### src/rtl/cpu_bus_pkg.sv
// Shared encodings for the CPU memory bus interface: FSM states, access kinds,
// and the word substituted for read data when a bus access times out.
package cpu_bus_pkg;

    typedef enum logic [1:0] {
        ST_IDLE = 2'd0,
        ST_REQ  = 2'd1,
        ST_WAIT = 2'd2,
        ST_DONE = 2'd3
    } bus_state_e;

    typedef enum logic [1:0] {
        KIND_FETCH = 2'd0,
        KIND_READ  = 2'd1,
        KIND_WRITE = 2'd2
    } access_kind_e;

    // All-zero word decodes as a NOP in the instruction register.
    localparam logic [31:0] ERR_DATA_DEFAULT = 32'h0000_0000;

endpackage

### src/rtl/mem_timeout_counter.sv
// Counts consecutive WAIT cycles and flags the cycle in which the response
// budget runs out. TIMEOUT=0 disables the flag entirely.
module mem_timeout_counter #(
    parameter int TIMEOUT = 255
) (
    input  logic clk,
    input  logic rst,
    input  logic clr,
    input  logic en,
    output logic expired
);
    localparam int MAXV = (TIMEOUT > 0) ? TIMEOUT : 1;
    localparam int W    = $clog2(MAXV + 1);
    localparam logic [W-1:0] SAT  = W'(MAXV);
    // count_q holds WAIT cycles already spent, so the TIMEOUT-th cycle sees TIMEOUT-1.
    localparam logic [W-1:0] LAST = W'(MAXV - 1);

    logic [W-1:0] count_q, count_d;

    always_comb begin
        count_d = count_q;
        if (clr)
            count_d = '0;
        else if (en && count_q != SAT)
            count_d = count_q + 1'b1;
    end

    always_ff @(posedge clk or posedge rst) begin
        if (rst)
            count_q <= '0;
        else
            count_q <= count_d;
    end

    assign expired = (TIMEOUT != 0) && en && (count_q == LAST);

endmodule

### src/rtl/mem_bus_if.sv
// Bridges the multicycle CPU controller strobes onto a req/gnt + rvalid memory
// bus, latching fetched words into the IR and loaded words into the MDR.
module mem_bus_if
    import cpu_bus_pkg::*;
#(
    parameter int             AW       = 32,
    parameter int             DW       = 32,
    parameter int             TIMEOUT  = 255,
    parameter logic [DW-1:0]  ERR_DATA = DW'(ERR_DATA_DEFAULT)
) (
    input  logic          clk,
    input  logic          rst,
    input  logic          IRWrite,
    input  logic          IorD,
    input  logic          MemWrite,
    input  logic [AW-1:0] pc,
    input  logic [AW-1:0] alu_out,
    input  logic [DW-1:0] wdata,
    output logic          stall,
    output logic [DW-1:0] instr,
    output logic [DW-1:0] mdr,
    output logic          bus_err,
    output logic          mem_req,
    output logic          mem_we,
    output logic [AW-1:0] mem_addr,
    output logic [DW-1:0] mem_wdata,
    input  logic          mem_gnt,
    input  logic          mem_rvalid,
    input  logic [DW-1:0] mem_rdata
);
    bus_state_e   state_q, state_d;
    access_kind_e kind_q, kind_d;
    logic [AW-1:0] addr_q, addr_d;
    logic [DW-1:0] wdata_q, wdata_d;
    logic [DW-1:0] instr_q, instr_d;
    logic [DW-1:0] mdr_q, mdr_d;
    logic          we_q, we_d;
    logic          err_q, err_d;

    logic          access, is_fetch, is_write;
    logic          capture;
    logic [DW-1:0] capture_data;
    logic          expired;

    assign access   = IRWrite | IorD;
    assign is_fetch = IRWrite & ~IorD;
    assign is_write = IorD & MemWrite;

    mem_timeout_counter #(.TIMEOUT(TIMEOUT)) u_timeout (
        .clk     (clk),
        .rst     (rst),
        .clr     (state_q != ST_WAIT),
        .en      (state_q == ST_WAIT),
        .expired (expired)
    );

    always_comb begin
        state_d      = state_q;
        kind_d       = kind_q;
        addr_d       = addr_q;
        wdata_d      = wdata_q;
        we_d         = we_q;
        instr_d      = instr_q;
        mdr_d        = mdr_q;
        err_d        = err_q;
        capture      = 1'b0;
        capture_data = mem_rdata;

        case (state_q)
            ST_IDLE: begin
                if (access) begin
                    addr_d  = (IorD ? alu_out : pc) & ~AW'(3);
                    we_d    = is_write;
                    wdata_d = wdata;
                    kind_d  = is_fetch ? KIND_FETCH : (is_write ? KIND_WRITE : KIND_READ);
                    state_d = ST_REQ;
                end
            end
            ST_REQ: begin
                if (mem_gnt) begin
                    if (mem_rvalid) begin
                        capture = 1'b1;
                        state_d = ST_DONE;
                    end else begin
                        state_d = ST_WAIT;
                    end
                end
            end
            ST_WAIT: begin
                // A response arriving in the expiry cycle still wins over the error.
                if (mem_rvalid) begin
                    capture = 1'b1;
                    state_d = ST_DONE;
                end else if (expired) begin
                    capture      = 1'b1;
                    capture_data = ERR_DATA;
                    err_d        = 1'b1;
                    state_d      = ST_DONE;
                end
            end
            ST_DONE: state_d = ST_IDLE;
            default: state_d = ST_IDLE;
        endcase

        if (capture) begin
            case (kind_q)
                KIND_FETCH: instr_d = capture_data;
                KIND_READ:  mdr_d   = capture_data;
                default: ;
            endcase
        end
    end

    always_ff @(posedge clk or posedge rst) begin
        if (rst) begin
            state_q <= ST_IDLE;
            kind_q  <= KIND_FETCH;
            addr_q  <= '0;
            wdata_q <= '0;
            we_q    <= 1'b0;
            instr_q <= '0;
            mdr_q   <= '0;
            err_q   <= 1'b0;
        end else begin
            state_q <= state_d;
            kind_q  <= kind_d;
            addr_q  <= addr_d;
            wdata_q <= wdata_d;
            we_q    <= we_d;
            instr_q <= instr_d;
            mdr_q   <= mdr_d;
            err_q   <= err_d;
        end
    end

    assign stall     = ((state_q == ST_IDLE) & access) | (state_q == ST_REQ) | (state_q == ST_WAIT);
    assign mem_req   = (state_q == ST_REQ);
    assign mem_we    = mem_req & we_q;
    assign mem_addr  = addr_q;
    assign mem_wdata = wdata_q;
    assign instr     = instr_q;
    assign mdr       = mdr_q;
    assign bus_err   = err_q;

endmodule

### config.mk
export PLATFORM = sky130hd
export DESIGN_NAME = mem_bus_if
export DESIGN_NICKNAME = d
export VERILOG_FILES = /design/src/rtl/cpu_bus_pkg.sv /design/src/rtl/mem_timeout_counter.sv /design/src/rtl/mem_bus_if.sv
export SDC_FILE = /design/constraint.sdc
export NUM_CORES = 1
export LEC_CHECK = 0
export BUFFER_PORTS_ARGS = -buffer_cell sky130_fd_sc_hd__buf_2
export CORE_UTILIZATION = 29
export CTS_BUF_LIST = sky130_fd_sc_hd__clkbuf_4
export CTS_CLUSTER_DIAMETER = 150
export DETAILED_ROUTE_END_ITERATION = 10
export GPL_TIMING_DRIVEN = 0
export HOLD_SLACK_MARGIN = 0.15
export MAX_ROUTING_LAYER = met4
export PLACE_DENSITY = 0.56
export SLEW_MARGIN = 10
export SYNTH_ARGS = -nofsm -noshare
export SYNTH_HDL_FRONTEND = slang
export SYNTH_SLANG_ARGS = --single-unit
export TNS_END_PERCENT = 30
### constraint.sdc
create_clock -name clk -period 5.7 [get_ports clk]
set_input_delay 0.57 -clock clk [delete_from_list [all_inputs] [get_ports clk]]
set_output_delay 0.57 -clock clk [all_outputs]
set_load 0.01 [all_outputs]
Word-level counts from Yosys, hierarchy flattened

Cells that the tools add are included.

$add $sub $neg: 1
Equality and inequality tests: 10
Multiplexer cells: 19
Bitwise logic cells: 9
Reductions and logical operators: 10

Operators by type and width:

| operator            | count |
|---|---|
| $mux 32             | 4 |
| $mux 8              | 2 |
| $mux 2              | 6 |
| $add 8x1->8 const B | 1 |
| $eq 8x8->1 const B  | 1 |
| $ne 8x8->1 const B  | 1 |
| $pmux 2 s4          | 1 |
| $reduce_and 2->1    | 3 |
| $reduce_and 3->1    | 2 |
| $mux 1              | 5 |
| $and 1x1->1         | 4 |
| $eq 2x1->1 const B  | 2 |
| $eq 2x2->1 const B  | 2 |
| $logic_not 2->1     | 2 |
| $ne 2x2->1 const B  | 2 |
| $ne 3x3->1 const B  | 1 |
| $or 1x1->1          | 3 |
| $logic_and 1x1->1   | 2 |
| $ne 2x1->1 const B  | 1 |
| $not 1->1           | 2 |
| $pmux 1 s2          | 1 |
| $reduce_bool 2->1   | 1 |

Bits in registers: 140

Longest topological paths before layout

Gate-level depths: netlist of the first run.

Depth in word-level cells: 6
Mapped depth: 8
Gate-level depth less buffers: 6

Hierarchy

From an unflattened synthesis of the first run, not the netlist that was laid out.

Cells, all modules: 463
Area total of the unflattened synthesis: 6143.4 um^2

Modules (own cells, without submodules):

| module              | times used | cells an instance | area each (um^2) | sequential area each (um^2) |
|---|---|---|---|---|
| mem_bus_if          | 1          | 413               | 5700.5           | 3303.2 |
| mem_timeout_counter | 1          | 50                | 442.9            | 200.2 |

Least setup slack after synthesis of the first run

Ideal clock, no wire load.

Path type: input -> output
From: input IorD
To: output stall
Arrival: 1781 ps
Data required time: 5130 ps
Setup slack: 3349 ps
Cell stages on the path: 5
Buffers on the path: 3
Cell sequence: clkbuf_1 o21ai_1 clkbuf_1 buf_1 nand2_1

Longest elaborated chain between the ends: 4

Ends and longest elaborated chain:

| item                    | RTL line          | text |
|---|---|---|
| from (decl)             | mem_bus_if.sv:14  | `input logic IorD,` |
| $or 1x1->1              | mem_bus_if.sv:45  | `assign access = IRWrite \| IorD;` |
| $and 1x1->1             | mem_bus_if.sv:136 | `assign stall = ((state_q == ST_IDLE) & access) \| (state_q == ST_REQ) \| (state_q == ST_WAIT);` |
| $or 1x1->1 (2 in a row) | mem_bus_if.sv:136 |  |
| to (decl)               | mem_bus_if.sv:19  | `output logic stall,` |

No other way between the ends.

Worst setup path in the final report of the first run

From: register state_q[1]
To: output stall

Longest elaborated chain between the ends: 4
Elaborated cells on any way between the ends: 6
Classes of those cells: eq/ne: 2; bitwise: 3; reduce/logical: 1

Ends and longest elaborated chain:

| item                   | RTL line          | text |
|---|---|---|
| from (decl)            | mem_bus_if.sv:31  | `bus_state_e state_q, state_d;` |
| from (signal assigned) | mem_bus_if.sv:125 | `state_q <= state_d;` |
| $logic_not 2->1        | mem_bus_if.sv:136 |  |
| $and 1x1->1            | mem_bus_if.sv:136 |  |
| $or 1x1->1             | mem_bus_if.sv:136 |  |
| $or 1x1->1 *           | mem_bus_if.sv:136 |  |

Mark *: on every way between the ends. The rest lies on a longest branch, timed or not.

==> out/qor.csv, run 1 <==
stage,metric,value,unit
cts,post_cts_buffers,0,
global_route,grt.total_usage,0.1529,
critical_path,critPathArrivalTime,2680,ps
floorplan,start_util,0.2974,
cts,cts_root_buffer,sky130_fd_sc_hd__clkbuf_4,
cts,clock_pin_transition_on_the_worst_setup_and_hold_timing_paths,120,ps
power,clkPwrFrac,0.173,
critical_path,category_of_the_most_critical_setup_path,flip-flop to output pin,
synth,synth_mux_area_frac,0.2167,
placement,detailed_place_hpwl,11.60,mm
routing,detail-route-antenna-nets,0,
power,power_switching,1.466,mW
global_route,grt_antenna_before_repair,0,
cts,clock_tree.buffer_depth,2,
synth,synth_area,6057,um2
routing,vias,4630,
global_route,grt_max_degree,73,
global_route,grt_first_pass_wirelength,24.82,mm
floorplan,die-width,146.5,um
sta,slew_violations,0,
sta,achievable-frequency,0.3078,GHz
routing,drcViolationCount,0,
critical_path,reg2reg_to,mdr[16]$_DFFE_PP0P_,
critical_path,cp_startpoint_kind,flip-flop,
cts,clock-sinks,140,
critical_path,worst_setup_path_endpoint,stall,
synth,synth.largest_area_cell,sky130_fd_sc_hd__dfrtp_1,
power,p_int,2.425,mW
synth,synth_area_leaders,"sky130_fd_sc_hd__dfrtp_1 (58%), sky130_fd_sc_hd__mux2i_1 (16%), sky130_fd_sc_hd__mux2_2 (6.1%)",
critical_path,critical_path_fanout_max,10,
cts,cts.htree.levels,4,
power,irDropWorstVdd,0.1837,mV
sta,timing.max_slew.rel_slack,0.4206,
status,result_of_the_run,completed,
cts,cts_tree,yes,
cells_and_area,final_cell_mix,"sky130_fd_sc_hd__buf_2 (263), sky130_fd_sc_hd__dfrtp_1 (140), sky130_fd_sc_hd__mux2i_1 (94), sky130_fd_sc_hd__nand2_1 (71), sky130_fd_sc_hd__inv_1 (70)",
floorplan,die_height,146.5,um
sta,skew,25.00,ps
sta,post-route-period-util,0.5700,
power,power.share.combinational,0.402,
critical_path,endpoint_kind,output pin,
synth,synth-edff-count,0,
synth,ys_dominant_reg_cell,sky130_fd_sc_hd__dfrtp_1,
power,p_per_area,484.0,nW/um2
sta,worstMarginPinSlew,869.1,ps
cells_and_area,layout-drive-gt1-share,0.4187,
hold_path,worstHoldPathType,input pin to flip-flop,
cells_and_area,final_common_cell,sky130_fd_sc_hd__buf_2,
synth,synthesis.area_per_instance,11.69,um2
synth,synth_simple_gate_area_frac,0.06775,
synth,ys_seq_elements,140,
cells_and_area,fin_nets,940,
floorplan,floorplan.core_area,20360,um2
floorplan,rows,52,
cells_and_area,finish.instance_area,8038,um2
critical_path,critPathLaunch,state_q[1]$_DFFE_PP0P_,
synth,post_synth_xor_area_fraction,0.002892,
synth,synth_cell_types,38,
critical_path,worst_ep_required_time,5130,ps
sta,rsz_0062_raised_after_global_routing,false,
flow_run,max-cap-violations,0,
sta,layout_min_cycle_time,3249,ps
synth,fraction_of_registers_with_async_set_or_reset_after_synthesis,1.000,
routing,drt-initial-drc-count,142,
synth,ys.warnings.count,0,
cts,insertion_delay,520,ps
synth,synth_compound_gate_area_share,0.04792,
synth,synth_top_area_frac,0.5784,
floorplan,die_area,21470,um2
routing,number_of_iterations_in_the_first_detailed_routing_pass,4,
synth,synthAdderAreaFrac,0.01239,
sta,finalHoldViolations,0,
power,power.share.switching,0.3767,
placement,routabilityCongestion,0.7827,
routing,wirelength,15.55,mm
global_route,overflow,0,
routing,post_drt_via_cell_ratio,4.275,
synth,post_synth_inst_count,518,
floorplan,ioPinCount,267,
critical_path,rr_startpoint,state_q[0]$_DFFE_PP0P_,
global_route,grt_pass1_vias,4744,
synth,synth.yosys.seq_area_share,0.5784,
power,power.leakage,4.453,nW
sta,timing.final.setup_violations,0,
sta,setup-tns-final,0,ps
sta,fin_worst_hold_slack,263.4,ps
cells_and_area,synthToLayoutAreaGrowth,32.70,%
placement,portBuffers,259,
power,seqPwrFrac,0.426,
synth,synth_top_family_by_area,multiplexers,
cts,tritoncts.num_buffers,17,
placement,placed_cell_area,7730,um2
critical_path,worst_r2r_path_depth,8,
routing,route.detailed.wl_per_inst,14.36,um
critical_path,r2r_slack,3350,ps
-- repair_timing --
action / CTS / global route
hold buffers: 1 / 0
gates resized for setup: 0 / 0
endpoints found under the hold margin: 68 / 0
-- final cells by class --
class | count | area, um2
Clock buffer | 18 | 135.1
Tap cell | 270 | 337.8
Sequential cell | 140 | 3503
Timing Repair Buffer | 261 | 1334
Multi-Input combinational cell | 280 | 2113
Fill cell | 2056 | 12330
Buffer | 28 | 177.7
Clock inverter | 14 | 160.2
Inverter | 71 | 274.0
Antenna cell | 1 | 2.502
-- synthesized netlist by cell type (2+ instances only) --
library cell               instances
sky130_fd_sc_hd__a221oi_1          2
sky130_fd_sc_hd__ha_1              6
sky130_fd_sc_hd__a211oi_1          5
sky130_fd_sc_hd__nor3_1            3
sky130_fd_sc_hd__nand3_1           3
sky130_fd_sc_hd__xnor2_1           2
sky130_fd_sc_hd__nor2_1            6
sky130_fd_sc_hd__clkbuf_1         14
sky130_fd_sc_hd__inv_1            71
sky130_fd_sc_hd__nand2_1          71
sky130_fd_sc_hd__buf_2             4
sky130_fd_sc_hd__a31oi_1           3
sky130_fd_sc_hd__and4_1            2
sky130_fd_sc_hd__dfrtp_1         140
sky130_fd_sc_hd__mux2_2           33
sky130_fd_sc_hd__buf_1             3
sky130_fd_sc_hd__mux2i_1          94
sky130_fd_sc_hd__o21ai_0          32
sky130_fd_sc_hd__buf_4             3
sky130_fd_sc_hd__buf_12            3
-- per-stage QoR --
stage | setup WS, ps | total power, mW | std cells | utilization
finish | 2451 | 3.891 | 1083 | 0.3947
global route | 2006 | 4.197 | 1082 | 0.3946
CTS | 2271 | 3.957 | 1082 | 0.3946
detailed placement | 2695 | 3.271 | 1049 | 0.3796
global placement | -625.6 | 3.237 | 1048 | 0.3779
floorplan | 1377 | 2.569 | 519 | -
-- worst min path at each step --
stage               cells after the start                start                       end
floorplan                               2     we_q$_DFFE_PP0P_          we_q$_DFFE_PP0P_
global placement                        1  bus_err$_DFFE_PP0P_       bus_err$_DFFE_PP0P_
detailed placement                      1  bus_err$_DFFE_PP0P_       bus_err$_DFFE_PP0P_
CTS                                     2             MemWrite     kind_q[0]$_DFFE_PP0P_
global route                            2             wdata[0]  mem_wdata[0]$_DFFE_PP0P_
finish                                  2             MemWrite     kind_q[0]$_DFFE_PP0P_
-- logic make-up after synthesis --
group                    count (synthesis)
flip-flops                             140
multiplexers                           127
buffers and inverters                   99
AND/OR/NAND/NOR                         94
AO/OA/AOI/OAI                           49
adder cells (fa/ha/maj)                  6
XOR/XNOR                                 2
other                                    1
-- power by group through the flow --
stage / Sequential [mW] / Combinational [mW] / Clock, mW
after floorplan: 1.87 / 0.698 / 0
after global placement: 1.67 / 1.57 / 0
after detailed placement: 1.67 / 1.60 / 0
after CTS: 1.66 / 1.60 / 0.703
after global routing: 1.71 / 1.73 / 0.749
final: 1.66 / 1.56 / 0.671
-- per-layer routing --
layer,vias up,wire length [um],track usage,part of all wire
li1,2269,-,-,-
met5,-,0,-,0
met3,5,980,0.04375,0.063
met1,2166,7157,0.1906,0.46
met4,0,104,0.03750,0.0067
met2,190,7304,0.2436,0.47
-- flip-flops by register name, indices dropped and copies added (netlist names) --
signal / cells
bus_err: 1
instr: 32
kind_q: 2
mdr: 32
mem_addr: 30
mem_wdata: 32
state_q: 2
u_timeout.count_q: 8
we_q: 1
-- critical path: stages, from the launching register on --
cell	delay (ps)
sky130_fd_sc_hd__dfrtp_1	410
sky130_fd_sc_hd__inv_1	90
sky130_fd_sc_hd__ha_1	260
sky130_fd_sc_hd__o21ai_1	280
sky130_fd_sc_hd__clkbuf_1	440
sky130_fd_sc_hd__buf_1	440
sky130_fd_sc_hd__nand2_1	80
sky130_fd_sc_hd__buf_2	160
(Power assumes the default switching activity.)
==> run 2: changes to the inputs <==
==> constraint.sdc (replaced) <==
create_clock -name clk -period 3.2 [get_ports clk]
set_input_delay 0.32 -clock clk [delete_from_list [all_inputs] [get_ports clk]]
set_output_delay 0.32 -clock clk [all_outputs]
set_load 0.01 [all_outputs]
==> out/qor.csv, run 2 (synthesis gave the netlist of run 1 again) <==
stage,metric,value,unit,change
status,result_of_the_run,completed,,
sta,layout_min_cycle_time,2757,ps,
routing,number_of_iterations_in_the_first_detailed_routing_pass,4,,unchanged
critical_path,critical_path_fanout_max,10,,unchanged
critical_path,critPathLaunch,state_q[0]$_DFFE_PP0P_,,
sta,setup_ws,443.4,ps,-2007 ps
cts,cts_tree,yes,,
global_route,grt_pass1_vias,5561,,+17%
cells_and_area,finish.instance_area,9392,um2,+17%
critical_path,category_of_the_most_critical_setup_path,flip-flop to output pin,,
routing,route.detailed.wl_per_inst,14.77,um,+2.9%
floorplan,die_area,21470,um2,unchanged
sta,fin_worst_hold_slack,255.2,ps,-8.249 ps
cells_and_area,ff_latch_area,3503,um2,unchanged
sta,post-route-period-util,0.8614,,
floorplan,rows,52,,unchanged
cells_and_area,multi_input_area,2113,um2,unchanged
cells_and_area,final_cell_mix,"sky130_fd_sc_hd__buf_2 (263), sky130_fd_sc_hd__dfrtp_1 (140), sky130_fd_sc_hd__dlygate4sd3_1 (127), sky130_fd_sc_hd__mux2i_1 (94), sky130_fd_sc_hd__nand2_1 (71)",,
cells_and_area,layout-drive-gt1-share,0.3660,,-0.05276
sta,rsz_0062_raised_after_global_routing,false,,
cells_and_area,layout.cells.non_filler,1211,,+12%
global_route,grt_max_degree,37,,-49%
power,power.leakage,5.021,nW,+13%
sta,finalHoldViolations,0,,unchanged
cells_and_area,synthToLayoutAreaGrowth,55.05,%,
flow_run,max-cap-violations,0,,unchanged
placement,dp_slack,658.7,ps,-2037 ps
cts,post_cts_buffers,0,,unchanged
routing,wirelength,17.89,mm,+15%
global_route,grt_first_pass_wirelength,28.31,mm,+14%
sta,timing.final.setup_violations,0,,unchanged
cells_and_area,filler_cell_count,1888,,-8.2%
critical_path,r2r_slack,850,ps,-2500 ps
critical_path,worst_ep_required_time,2880,ps,-2250 ps
cts,cts.htree.levels,4,,unchanged
critical_path,cp_slowest_cell,sky130_fd_sc_hd__dfrtp_1,,
hold_path,worstHoldPathType,input pin to asynchronous set/reset pin,,
power,irDropWorstVdd,0.4178,mV,+130%
critical_path,worst_path_largest_cell_delay,390,ps,-50 ps
routing,detail-route-antenna-nets,0,,unchanged
cts,clock-sinks,140,,unchanged
power,power.total,7.305,mW,+88%
cts,clock_tree.buffer_depth,2,,unchanged
cts,cts_root_buffer,sky130_fd_sc_hd__clkbuf_4,,
cts,clock_pin_transition_on_the_worst_setup_and_hold_timing_paths,130,ps,about the same
critical_path,endpoint_kind,output pin,,
sta,setup-tns-final,0,ps,unchanged
routing,drcViolationCount,0,,unchanged
sta,worstMarginPinSlew,795.2,ps,-73.94 ps
power,p_per_area,777.9,nW/um2,+61%
routing,drt-initial-drc-count,176,,+24%
floorplan,start_util,0.2974,,unchanged
cells_and_area,layout.core_utilization,0.4612,,+0.06648
floorplan,die-width,146.5,um,unchanged
floorplan,ioPinCount,267,,unchanged
placement,detailed_place_hpwl,11.92,mm,+2.7%
critical_path,cp_startpoint_kind,flip-flop,,
critical_path,critPathMostFrequentCell,sky130_fd_sc_hd__clkbuf_2,,
sta,achievable-frequency,0.3628,GHz,
placement,routabilityCongestion,0.7681,,-1.9%
cts,tritoncts.num_buffers,17,,unchanged
critical_path,path_cells,inv_1 -> ha_1 -> o21ai_1 -> clkbuf_2 -> clkbuf_2 -> nand2_1 -> buf_2,,
floorplan,die_height,146.5,um,unchanged
routing,met3_layer_wire_length_in_the_routed_design,1.040,mm,+6.1%
critical_path,critPathArrivalTime,2440,ps,-240 ps
routing,post_drt_via_cell_ratio,4.356,,+1.9%
routing,top_signal_layer_used,met4,,
cells_and_area,final_common_cell,sky130_fd_sc_hd__buf_2,,
global_route,overflow,0,,unchanged
routing,wirelength_met1,7.627,mm,+6.6%
cts,insertion_delay,520,ps,about the same
cells_and_area,fin_nets,1069,,+14%
global_route,grt_antenna_before_repair,1,,+1
floorplan,floorplan.core_area,20360,um2,unchanged
placement,portBuffers,259,,unchanged
global_route,grt.total_usage,0.1750,,+0.02214
sta,skew,19.79,ps,-5.204 ps
critical_path,rr_startpoint,state_q[0]$_DFFE_PP0P_,,
routing,dr_wl_met2,8.783,mm,+20%
sta,timing.max_slew.rel_slack,0.4699,,+0.04929
sta,slew_violations,0,,unchanged
routing,vias,5275,,+14%
placement,placed_cell_area,7779,um2,+0.63%
placement,dpl.cell_count,1052,,+0.29%
-- run 2: metal layers --
metal | up-vias | global-route usage
met3 | 30 | 0.04781
met2 | 213 | 0.2924
met4 | 0 | 0.06667
met1 | 2508 | 0.1992
li1 | 2524 | -
met5 | - | -
-- run 2: what timing repair did --
action | 4_1_cts | 5_1_grt
endpoints found under the setup margin | 0 | 1
hold endpoints to repair | 200 | 0
hold buffers | 127 | 0
gates resized for setup | 0 | 3
-- run 2: layout make-up --
type	instances	share of cell area
antenna	1	0.0002665
buffer	28	0.01918
clock buffer	17	0.01359
clock inverter	14	0.02225
inverter	71	0.02878
multi-input combinational	280	0.2250
sequential	140	0.3730
tap	270	0.03597
timing repair buffer	390	0.2819
-- run 2: critical path: cells and delay by family, from the launching register on --
kind / cells / cell delay (ps)
fa+ha+maj: 1 / 270
simple gates: 1 / 70
buf+inv: 4 / 870
compound gates: 1 / 300
flops: 1 / 390
-- run 2: where the power goes --
part | internal [mW] | switching, mW | total (mW) | leakage (nW)
Clock | 0.637 | 0.735 | 1.37 | 0.170
Combinational | 1.40 | 1.57 | 2.97 | 3.23
Sequential | 2.55 | 0.410 | 2.96 | 1.62
-- run 2: path summary, 6_finish.rpt --
check                                         end  depth (start not counted)
hold reg to reg               bus_err$_DFFE_PP0P_                          1
max in group asynchronous    instr[2]$_DFFE_PP0P_                          5
setup reg to reg              mdr[27]$_DFFE_PP0P_                          8
setup / recovery                            stall                          7
hold / removal              instr[24]$_DFFE_PP0P_                          3
min in group clk           state_q[0]$_DFFE_PP0P_                          4
==> run 3: changes to the inputs <==
--- a/config.mk
+++ b/config.mk
@@ -6,6 +6,7 @@
 export NUM_CORES = 1
 export LEC_CHECK = 0
 export BUFFER_PORTS_ARGS = -buffer_cell sky130_fd_sc_hd__buf_2
+export CORE_ASPECT_RATIO = 1.25
 export CORE_UTILIZATION = 29
 export CTS_BUF_LIST = sky130_fd_sc_hd__clkbuf_4
 export CTS_CLUSTER_DIAMETER = 150
==> out/qor.csv, run 3 (synthesis gave the netlist of run 1 again) <==
stage,metric,value,unit,change
critical_path,worst_path_largest_cell_delay,390,ps,about the same
sta,finalHoldViolations,0,,unchanged
routing,post_drt_via_cell_ratio,4.299,,-1.3%
placement,detailed_place_hpwl,12.16,mm,+2.0%
power,power_switching,2.696,mW,-0.76%
cells_and_area,final_cell_mix,"sky130_fd_sc_hd__buf_2 (264), sky130_fd_sc_hd__dfrtp_1 (140), sky130_fd_sc_hd__dlygate4sd3_1 (127), sky130_fd_sc_hd__mux2i_1 (94), sky130_fd_sc_hd__nand2_1 (71)",,
placement,dpl.cell_count,1052,,unchanged
routing,detail-route-antenna-nets,0,,unchanged
cts,insertion_delay,550,ps,+30 ps
sta,worstMarginPinSlew,856.0,ps,+60.86 ps
cells_and_area,layout.cells.non_filler,1212,,+0.083%
routing,drcViolationCount,0,,unchanged
sta,setup_ws,410.2,ps,-33.20 ps
routing,drt-initial-drc-count,108,,-39%
sta,timing.final.setup_violations,0,,unchanged
cts,cts_tree,yes,,
cells_and_area,layout-drive-gt1-share,0.3666,,+0.0006738
sta,achievable-frequency,0.3585,GHz,-1.2%
critical_path,worst_r2r_path_depth,8,,unchanged
global_route,overflow,0,,unchanged
critical_path,critical_path_fanout_max,10,,unchanged
sta,layout_min_cycle_time,2790,ps,+33.20 ps
placement,dp_slack,524.3,ps,-134.4 ps
floorplan,ioPinCount,267,,unchanged
global_route,grt_first_pass_wirelength,28.15,mm,-0.56%
cts,clock_pin_transition_on_the_worst_setup_and_hold_timing_paths,150,ps,+20 ps
power,power.share.combinational,0.421,,+0.014
power,clkPwrFrac,0.156,,-0.032
power,irDropWorstVdd,0.3846,mV,-7.9%
global_route,grt_max_degree,33,,-11%
power,seqPwrFrac,0.423,,+0.018
placement,portBuffers,259,,unchanged
critical_path,critPathMostFrequentCell,sky130_fd_sc_hd__buf_2,,
hold_path,timing.hold.worst.start,mem_gnt,,
power,power.total,6.995,mW,-4.3%
cells_and_area,filler_cell_count,1950,,+3.3%
critical_path,reg2reg_to,mdr[18]$_DFFE_PP0P_,,
routing,wirelength,17.08,mm,-4.6%
critical_path,worst_ep_required_time,2880,ps,about the same
cells_and_area,layout.core_utilization,0.4584,,-0.002734
cts,tritoncts.num_buffers,17,,unchanged
global_route,grt_antenna_before_repair,1,,unchanged
critical_path,critical_path_buf_inv_count,4,,unchanged
floorplan,start_util,0.2981,,+0.0006593
critical_path,rr_startpoint,state_q[0]$_DFFE_PP0P_,,
sta,timing.max_slew.rel_slack,0.4293,,-0.04057
hold_path,hold_depth,4,,
power,p_per_area,750.9,nW/um2,-3.5%
critical_path,path_cells,inv_1 -> ha_1 -> o21ai_1 -> clkbuf_2 -> buf_2 -> nand2_1 -> buf_2,,
power,p_int,4.298,mW,-6.3%
sta,post-route-period-util,0.8718,,+0.01038
floorplan,die_height,163.6,um,+12%
sta,setup-tns-final,0,ps,unchanged
critical_path,r2r_slack,830,ps,-20 ps
critical_path,endpoint_kind,output pin,,
critical_path,cp_top_family,buffers and inverters,,
cts,cts_root_buffer,sky130_fd_sc_hd__clkbuf_4,,
cts,cts.htree.levels,4,,unchanged
critical_path,category_of_the_most_critical_setup_path,flip-flop to output pin,,
power,power.share.switching,0.3855,,+0.01358
global_route,grt_pass1_vias,5631,,+1.3%
critical_path,cp_startpoint_kind,flip-flop,,
floorplan,die_area,21470,um2,about the same
status,result_of_the_run,completed,,
placement,routabilityCongestion,0.7698,,+0.22%
cts,post_cts_buffers,0,,unchanged
routing,vias,5210,,-1.2%
sta,slew_violations,0,,unchanged
hold_path,worstHoldEndpoint,state_q[0]$_DFFE_PP0P_,,
critical_path,critPathArrivalTime,2470,ps,+30 ps
cells_and_area,synthToLayoutAreaGrowth,53.79,%,
floorplan,rows,58,,+12%
hold_path,worstHoldPathType,input pin to flip-flop,,
power,power.leakage,4.983,nW,-0.75%
critical_path,cp_slowest_cell,sky130_fd_sc_hd__dfrtp_1,,
routing,number_of_iterations_in_the_first_detailed_routing_pass,4,,unchanged
cells_and_area,final_common_cell,sky130_fd_sc_hd__buf_2,,
sta,skew,26.33,ps,+6.538 ps
routing,route.detailed.wl_per_inst,14.09,um,-4.6%
sta,rsz_0062_raised_after_global_routing,false,,
cells_and_area,fin_nets,1069,,unchanged
floorplan,floorplan.core_area,20320,um2,-0.22%
floorplan,die-width,131.3,um,-10%
flow_run,max-cap-violations,0,,unchanged
cts,clock_tree.buffer_depth,2,,unchanged
cts,clock-sinks,140,,unchanged
global_route,grt.total_usage,0.1723,,-0.002737
[run 3: cell count changes in the layout (fill, tap and decap cells not counted), sizes merged]
cell | previous run | this run
buf | 276 | 277
bufinv | 4 | 0
clkinvlp | 4 | 5
inv | 76 | 79
[run 3: routing by layer]
layer / vias to the layer above / global-route usage / wire, um
met1: 2452 / 0.1939 / 7120
met4: 0 / 0.05708 / 312
met5: - / - / 0
li1: 2522 / - / -
met3: 21 / 0.03849 / 967
met2: 215 / 0.3025 / 8674
[run 3: how the worst max path moves through the flow]
stage,start,end,slack (ps),cells past startpoint
2_1_floorplan,rst,bus_err$_DFFE_PP0P_,1130,1
3_3_place_gp,rst,mem_addr[11]$_DFFE_PP0P_,20,2
3_5_place_dp,state_q[1]$_DFFE_PP0P_,stall,520,7
4_1_cts,state_q[0]$_DFFE_PP0P_,stall,50,7
5_1_grt,state_q[0]$_DFFE_PP0P_,stall,110,7
6_report,state_q[0]$_DFFE_PP0P_,stall,410,7
[run 3: worst register-to-register path, stage by stage, from the launching register on]
cell,delay [ps]
sky130_fd_sc_hd__dfrtp_1,420
sky130_fd_sc_hd__inv_1,130
sky130_fd_sc_hd__ha_1,300
sky130_fd_sc_hd__and4_1,290
sky130_fd_sc_hd__a22oi_2,110
sky130_fd_sc_hd__and4bb_2,290
sky130_fd_sc_hd__buf_2,170
sky130_fd_sc_hd__buf_2,340
sky130_fd_sc_hd__mux2i_1,250
[run 3: timing repair]
| item | 4_1_cts | 5_1_grt |
|---|---|---|
| gates resized for setup | 1 | 2 |
| pin swaps | 0 | 0 |
| hold buffers | 127 | 0 |
| endpoints found under the setup margin | 1 | 1 |
| endpoints found under the hold margin | 156 | 0 |
[run 3: power by group through the flow]
stage / Sequential [mW] / Clock, mW / Combinational [mW]
global placement: 2.97 / 0 / 2.80
floorplan: 3.33 / 0 / 1.24
global route: 3.06 / 1.24 / 3.25
CTS: 2.95 / 1.17 / 2.98
finish: 2.96 / 1.09 / 2.94
detailed placement: 2.99 / 0 / 2.85
[run 3: layout make-up]
type | count | area [um2] | share of cell area
Antenna cell | 1 | 2.502 | 0.0002686
Buffer | 28 | 180.2 | 0.01934
Clock buffer | 18 | 135.1 | 0.01451
Clock inverter | 14 | 125.1 | 0.01343
Inverter | 71 | 270.3 | 0.02901
Multi-Input combinational cell | 280 | 2113 | 0.2269
Sequential cell | 140 | 3503 | 0.3761
Tap cell | 270 | 337.8 | 0.03627
Timing Repair Buffer | 390 | 2648 | 0.2842
[run 3: stage by stage]
| step | hold slack [ps] | area (um2) |
|---|---|---|
| 2_1_floorplan | 427.3 | 6065 |
| 3_3_place_gp | 443.6 | 7699 |
| 3_5_place_dp | 413.8 | 7779 |
| 4_1_cts | 183.5 | 9311 |
| 5_1_grt | 235.6 | 9315 |
| 6_report | 243.2 | 9315 |
